==> config.mk <==
export PLATFORM = sky130hd
export DESIGN_NAME = rv_byte_alu_seq_flat
export DESIGN_NICKNAME = d
export VERILOG_FILES = /design/src/rtl/rv_byte_alu_if.sv /design/src/rtl/rv_byte_alu_seq.sv /design/src/flat_wrapper.sv
export SDC_FILE = /design/constraint.sdc
export NUM_CORES = 1
export LEC_CHECK = 0
export BUFFER_PORTS_ARGS = -buffer_cell sky130_fd_sc_hd__buf_2
export CAP_MARGIN = 5
export CORE_AREA = 2 2 104 106
export CTS_CLUSTER_SIZE = 40
export DETAILED_ROUTE_END_ITERATION = 12
export DIE_AREA = 0 0 106 108
export HOLD_SLACK_MARGIN = 0.05
export MAX_ROUTING_LAYER = met4
export PLACE_DENSITY = 0.78
export RECOVER_POWER = 50
export SLEW_MARGIN = 30
export SYNTH_ARGS = -nofsm -noshare
export SYNTH_HDL_FRONTEND = slang
export SYNTH_SLANG_ARGS = --single-unit
==> constraint.sdc <==
create_clock -name clk -period 4.1 [get_ports clk]
set_input_delay 0.615 -clock clk [delete_from_list [all_inputs] [get_ports clk]]
set_output_delay 0.615 -clock clk [all_outputs]
set_load 0.05 [all_outputs]
==> src/rtl/rv_byte_alu_if.sv <==
// Request/response handshake bundle for the byte-serial ALU sequencer.
// The execute stage is the master; the sequencer is the slave.
interface rv_byte_alu_if #(
    parameter int W = 32
);
    logic         req_valid;
    logic         req_ready;
    logic [2:0]   req_op;
    logic [W-1:0] req_a;
    logic [W-1:0] req_b;
    logic         rsp_valid;
    logic         rsp_ready;
    logic [W-1:0] rsp_data;
    logic         rsp_zero;

    modport master (
        output req_valid, req_op, req_a, req_b, rsp_ready,
        input  req_ready, rsp_valid, rsp_data, rsp_zero
    );

    modport slave (
        input  req_valid, req_op, req_a, req_b, rsp_ready,
        output req_ready, rsp_valid, rsp_data, rsp_zero
    );
endinterface

==> src/rtl/rv_byte_alu_seq.sv <==
// Byte-serial ALU: one 8-bit slice stepped LSB-first across the operands.
// Define RV_BYTE_ALU_SLT_EN to implement SLT/SLTU; otherwise they return 0.
module rv_byte_alu_seq #(
    parameter int NBYTES = 4
) (
    input  logic            clk,
    input  logic            rst,
    rv_byte_alu_if.slave    bus,
    output logic            busy
);
    localparam int W = 8 * NBYTES;

    typedef enum logic [1:0] {IDLE, RUN, DONE} state_t;

    localparam logic [2:0] OP_ADD  = 3'b000;
    localparam logic [2:0] OP_SUB  = 3'b001;
    localparam logic [2:0] OP_AND  = 3'b010;
    localparam logic [2:0] OP_OR   = 3'b011;
    localparam logic [2:0] OP_XOR  = 3'b100;
    localparam logic [2:0] OP_SLT  = 3'b101;
    localparam logic [2:0] OP_SLTU = 3'b110;

    state_t         state_q, state_d;
    logic [2:0]     k_q;
    logic           carry_q;
    logic [2:0]     op_q;
    logic [W-1:0]   a_q, b_q;
    logic [W-1:0]   res_q;
    logic           zero_q;

    logic           last;
    logic           is_sub;
    logic           cin;
    logic [7:0]     byte_a, byte_b;
    logic [8:0]     sum9;
    logic [7:0]     r_byte;
    logic [W+7:0]   res_cat;
    logic [W-1:0]   res_shift;
    logic [W-1:0]   res_fin;

    assign last   = (k_q == 3'(NBYTES - 1));
    assign byte_a = a_q[7:0];

    always_comb begin
        is_sub = 1'b0;
        unique case (op_q)
            OP_SUB:  is_sub = 1'b1;
`ifdef RV_BYTE_ALU_SLT_EN
            OP_SLT:  is_sub = 1'b1;
            OP_SLTU: is_sub = 1'b1;
`endif
            default: is_sub = 1'b0;
        endcase
    end

    // carry register is cleared on accept; the subtract carry-in is injected at byte 0
    assign cin    = (k_q == 3'd0) ? is_sub : carry_q;
    assign byte_b = is_sub ? ~b_q[7:0] : b_q[7:0];
    assign sum9   = {1'b0, byte_a} + {1'b0, byte_b} + {8'd0, cin};

    always_comb begin
        r_byte = 8'd0;
        unique case (op_q)
            OP_ADD, OP_SUB: r_byte = sum9[7:0];
            OP_AND:         r_byte = byte_a & b_q[7:0];
            OP_OR:          r_byte = byte_a | b_q[7:0];
            OP_XOR:         r_byte = byte_a ^ b_q[7:0];
            default:        r_byte = 8'd0;
        endcase
    end

    assign res_cat   = {r_byte, res_q};
    assign res_shift = res_cat[W+7:8];

    always_comb begin
        res_fin = res_shift;
        unique case (op_q)
`ifdef RV_BYTE_ALU_SLT_EN
            OP_SLT: begin
                res_fin    = '0;
                res_fin[0] = (a_q[7] ^ b_q[7]) ? a_q[7] : sum9[7];
            end
            OP_SLTU: begin
                res_fin    = '0;
                res_fin[0] = ~sum9[8];
            end
`else
            OP_SLT:  res_fin = '0;
            OP_SLTU: res_fin = '0;
`endif
            3'b111:  res_fin = '0;
            default: res_fin = res_shift;
        endcase
    end

    always_comb begin
        state_d = state_q;
        unique case (state_q)
            IDLE:    if (bus.req_valid && bus.req_ready) state_d = RUN;
            RUN:     if (last) state_d = DONE;
            DONE:    if (bus.rsp_ready) state_d = IDLE;
            default: state_d = IDLE;
        endcase
    end

    always_ff @(posedge clk or posedge rst) begin
        if (rst) begin
            state_q <= IDLE;
            k_q     <= 3'd0;
            carry_q <= 1'b0;
            op_q    <= 3'd0;
            a_q     <= '0;
            b_q     <= '0;
            res_q   <= '0;
            zero_q  <= 1'b1;
        end else begin
            state_q <= state_d;
            unique case (state_q)
                IDLE: begin
                    if (bus.req_valid && bus.req_ready) begin
                        op_q    <= bus.req_op;
                        a_q     <= bus.req_a;
                        b_q     <= bus.req_b;
                        k_q     <= 3'd0;
                        carry_q <= 1'b0;
                    end
                end
                RUN: begin
                    a_q     <= a_q >> 8;
                    b_q     <= b_q >> 8;
                    carry_q <= sum9[8];
                    k_q     <= k_q + 3'd1;
                    if (last) begin
                        res_q  <= res_fin;
                        zero_q <= (res_fin == '0);
                    end else begin
                        res_q  <= res_shift;
                    end
                end
                default: ;
            endcase
        end
    end

    assign bus.req_ready = (state_q == IDLE) && !rst;
    assign bus.rsp_valid = (state_q == DONE);
    assign bus.rsp_data  = res_q;
    assign bus.rsp_zero  = zero_q;
    assign busy          = (state_q != IDLE);
endmodule

==> src/flat_wrapper.sv <==
// flat-port wrapper written by rule: the top's interface ports become plain ports
module rv_byte_alu_seq_flat 
#(
    parameter int NBYTES = 4
)
  (clk, rst, busy, bus_req_valid, bus_req_op, bus_req_a, bus_req_b, bus_rsp_ready, bus_req_ready, bus_rsp_valid, bus_rsp_data, bus_rsp_zero);
  rv_byte_alu_if #(.W(32)) bus_i ();
  input  logic clk;
  input  logic rst;
  output logic busy;
  input wire logic [$bits(bus_i.req_valid)-1:0] bus_req_valid;
  input wire logic [$bits(bus_i.req_op)-1:0] bus_req_op;
  input wire logic [$bits(bus_i.req_a)-1:0] bus_req_a;
  input wire logic [$bits(bus_i.req_b)-1:0] bus_req_b;
  input wire logic [$bits(bus_i.rsp_ready)-1:0] bus_rsp_ready;
  output wire logic [$bits(bus_i.req_ready)-1:0] bus_req_ready;
  output wire logic [$bits(bus_i.rsp_valid)-1:0] bus_rsp_valid;
  output wire logic [$bits(bus_i.rsp_data)-1:0] bus_rsp_data;
  output wire logic [$bits(bus_i.rsp_zero)-1:0] bus_rsp_zero;
  assign bus_i.req_valid = bus_req_valid;
  assign bus_i.req_op = bus_req_op;
  assign bus_i.req_a = bus_req_a;
  assign bus_i.req_b = bus_req_b;
  assign bus_i.rsp_ready = bus_rsp_ready;
  assign bus_req_ready = bus_i.req_ready;
  assign bus_rsp_valid = bus_i.rsp_valid;
  assign bus_rsp_data = bus_i.rsp_data;
  assign bus_rsp_zero = bus_i.rsp_zero;
  rv_byte_alu_seq #(.NBYTES(NBYTES)) u_core (.clk(clk), .rst(rst), .bus(bus_i), .busy(busy));
endmodule
==> impl_metrics.py <==
metrics = {
    "final_layout": {
        "final_cell_mix": "nand2_1, dfrtp_1, buf_2",
        "drive_gt1_share_pct": 16.4,
        "final_common_cell": "nand2_1",
        "multi_input_area_um2": 2580,
        "num_antenna_cells": 0,
        "fill_cells": 951,
        "area_growth_pct": 14.4,
        "regArea_um2": 2650,
        "fin_nets": 841,
    },
    "global_route": {
        "grt.overflow.total": 0,
        "grt_pass1_wl_um": 22400,
        "grt_max_degree": 91,
        "antenna_found_initial": 0,
        "grt_pass1_vias": 4592,
        "grt_usage_pct": 25.6,
    },
    "worst_setup_path": {
        "setup.worst_path.start": "u_core.op_q[1]",
        "worstSetupEndpointType": "flip-flop",
        "path_cells": "nor2_1 > and2_1 > xnor2_1 > fa_1 > inv_1 > fa_1 > nor2b_1 > a21oi_1 > nor3b_1 > a21oi_1 > nor4_1 > a41o_1",
        "cp_top_family": "simple AND/OR/NAND/NOR gates",
        "arrival_ns": 3.62,
        "reg2reg_from": "u_core.op_q[1]",
        "critPathCapture": "u_core.bus.rsp_zero",
        "path_buf_inv": 1,
        "crit_cells": 12,
        "r2r_slack_ns": 0.79,
        "cp-start-kind": "flip-flop",
        "crit_slowest_cell": "fa_1",
        "crit_fanout": 8,
        "reg2reg_to": "u_core.bus.rsp_zero",
        "r2r_cells": 12,
        "cp.required_ns": 4.42,
        "critical_path_class": "flip-flop to flip-flop",
        "cp_slowest_stage_delay_ns": 0.45,
    },
    "clocking": {
        "cts_hold_buf": 0,
        "clkTransAtPathRegs_ns": 0.10,
        "cts_resized": 0,
        "cts_sinks": 106,
        "clock_path_buffers": 2,
        "cts_buffers": 9,
        "htree_levels": 3,
        "clk-insertion-delay-late_ns": 0.38,
        "cts_tree": "built",
        "cts_root_buffer": "clkbuf_8",
        "postCtsSetupBuffers": 0,
    },
    "timing": {
        "worst_hold_slack_ns": 0.426,
        "final.min_clock_period_ns": 3.31,
        "hold_viol_final": 0,
        "drv_slew": 202,
        "tightestPinTransition_ns": 2.03,
        "timing.fmax_mhz": 302,
        "setup_viol": 0,
        "min_period_over_period_pct": 80.7,
        "fin_skew_ns": 0.0109,
        "grt_setup_unrepaired": "no",
        "finalSetupTns_ns": 0,
        "relSlewSlack_pct": -35.5,
    },
    "route": {
        "wl_per_cell_um": 15.5,
        "ant_nets": 0,
        "route.vias.total": 4849,
        "vias_per_cell": 5.50,
        "finalWirelength_um": 13700,
        "drc": 0,
        "drt_iter0_markers": 399,
        "dr.pass1.iters": 5,
    },
    "synth": {
        "async_flop_share_pct": 100,
        "synth.distinct_cells": 47,
        "synth-simple-area-share_pct": 22.1,
        "synthAdderAreaFrac_pct": 6.64,
        "synthFlopType": "dfrtp_1",
        "ys_seq_elements": 106,
        "ys_seq_area_share_pct": 48.2,
        "synth_compound_area_share_pct": 15.8,
        "synth_xor_xnor_area_share_pct": 1.75,
        "synth_top_family_by_area": "simple AND/OR/NAND/NOR gates",
        "synthCells": 659,
        "syn_area_um2": 5500,
        "ys_warn_count": 0,
        "avgSynthCellArea_um2": 8.35,
        "synth_nets": 758,
        "synth_enable_flop_cells": 0,
        "muxShareOfSynthArea_pct": 0.182,
    },
    "pwr": {
        "p_leak_nw": 3.03,
        "vdd_drop_max_uv": 555,
        "p_per_area_nw_per_um2": 951,
    },
    "floorplanning": {
        "die_w_um": 106,
        "rows": 37,
        "io_pins": 107,
        "core-area_um2": 10200,
        "dieArea_um2": 11400,
        "die_h_um": 108,
        "initial_core_util_pct": 53.8,
    },
    "flow_run": {
        "max_cap_viol_count": 4,
    },
    "placed_design": {
        "io_buffers": 106,
        "dp_hpwl_um": 9520,
        "place_congestion": 0.906,
    },
    "outcome": {
        "violations": "capacitance limit, slew limit",
        "status": "complete, but fails checks",
    },
    "worst_hold_path": {
        "hold_class": "input pin to flip-flop",
    },
}
cell usage after synthesis, types with 3 or more instances:
| cell type | instances | area share [%] |
|---|---|---|
| o31ai_1 | 3 | 0.41 |
| o22ai_1 | 3 | 0.34 |
| nor4_1 | 7 | 0.80 |
| o21ai_0 | 16 | 1.5 |
| buf_2 | 10 | 0.91 |
| ha_1 | 26 | 5.9 |
| nor2_1 | 59 | 4.0 |
| nand3_1 | 7 | 0.64 |
| o22a_1 | 3 | 0.48 |
| nand2_1 | 206 | 14 |
| nand2b_1 | 4 | 0.45 |
| a22oi_1 | 4 | 0.55 |
| buf_4 | 3 | 0.41 |
| and2_1 | 3 | 0.34 |
| xnor2_1 | 10 | 1.6 |
| dfrtp_1 | 105 | 48 |
| inv_1 | 25 | 1.7 |
| clkbuf_1 | 30 | 2.0 |
| nor2b_1 | 3 | 0.34 |
| a31oi_1 | 49 | 5.6 |
| a21oi_1 | 51 | 4.6 |
routing by layer:
metal	share of wire, %	GRT usage (%)
met2	48	39.5
met3	3.8	2.89
met5	0	-
met4	1.4	8.27
met1	47	35.7
how the worst min path moves through the flow:
stage                   start                 to  slack (ns)  cells after the start
4_1_cts                   rst  u_core.state_q[1]        0.25                      2
3_5_place_dp    u_core.k_q[2]      u_core.k_q[2]        0.50                      2
6_report        bus_rsp_ready  u_core.state_q[1]        0.43                      2
3_3_place_gp    u_core.k_q[2]      u_core.k_q[2]        0.48                      2
5_1_grt         bus_rsp_ready  u_core.state_q[1]        0.43                      2
2_1_floorplan  u_core.carry_q     u_core.carry_q        0.46                      2
flip-flops by register name, summed over array words and instances, names as in the netlist:
name,flops
u_core.k_q,3
u_core.a_q,32
u_core.state_q,2
u_core.op_q,3
u_core.carry_q,1
u_core.bus.rsp_data,32
u_core.b_q,32
u_core.bus.rsp_zero,1
cells by family after synthesis:
family | after synthesis
and+or+nand+nor | 300
AOI/OAI and AO/OA | 144
DFF | 106
buffers and inverters | 69
adders and majority gates | 28
xor gates and xnor gates | 11
muxes | 1
final cells by class:
class,instances,area share [%]
Clock buffer,11,2.25
Clock inverter,4,1.17
Inverter,25,1.51
Multi-Input combinational cell,484,41.0
Sequential cell,106,42.2
Tap cell,136,2.70
Timing Repair Buffer,116,9.17
stage by stage:
stage               instances  area (µm²)  util, %  total power, mW  worst slack, ns
finish                    882        6290     61.5             5.98            0.792
global route              882        6290     61.5             6.53            0.417
CTS                       882        6320     61.7             6.01            0.790
detailed placement        867        6100     59.6             5.28            0.835
global placement          867        6100     59.6             5.22            0.843
floorplan                 659        5500        -             4.46            0.698
power by group:
part | internal [mW] | total, mW | switching, mW
Clock | 0.359 | 0.714 | 0.354
Combinational | 1.18 | 3.38 | 2.21
Sequential | 1.51 | 1.89 | 0.374
worst register-to-register path: cells and delay by family (launching register included):
kind,cells,cell delay [ns]
simple gates,5,1.37
compound gates,3,0.42
flops,1,0.39
xor+xnor,1,0.13
fa+ha+maj,2,0.85
buf+inv,1,0.09
Power figures use the tool's default switching activity.
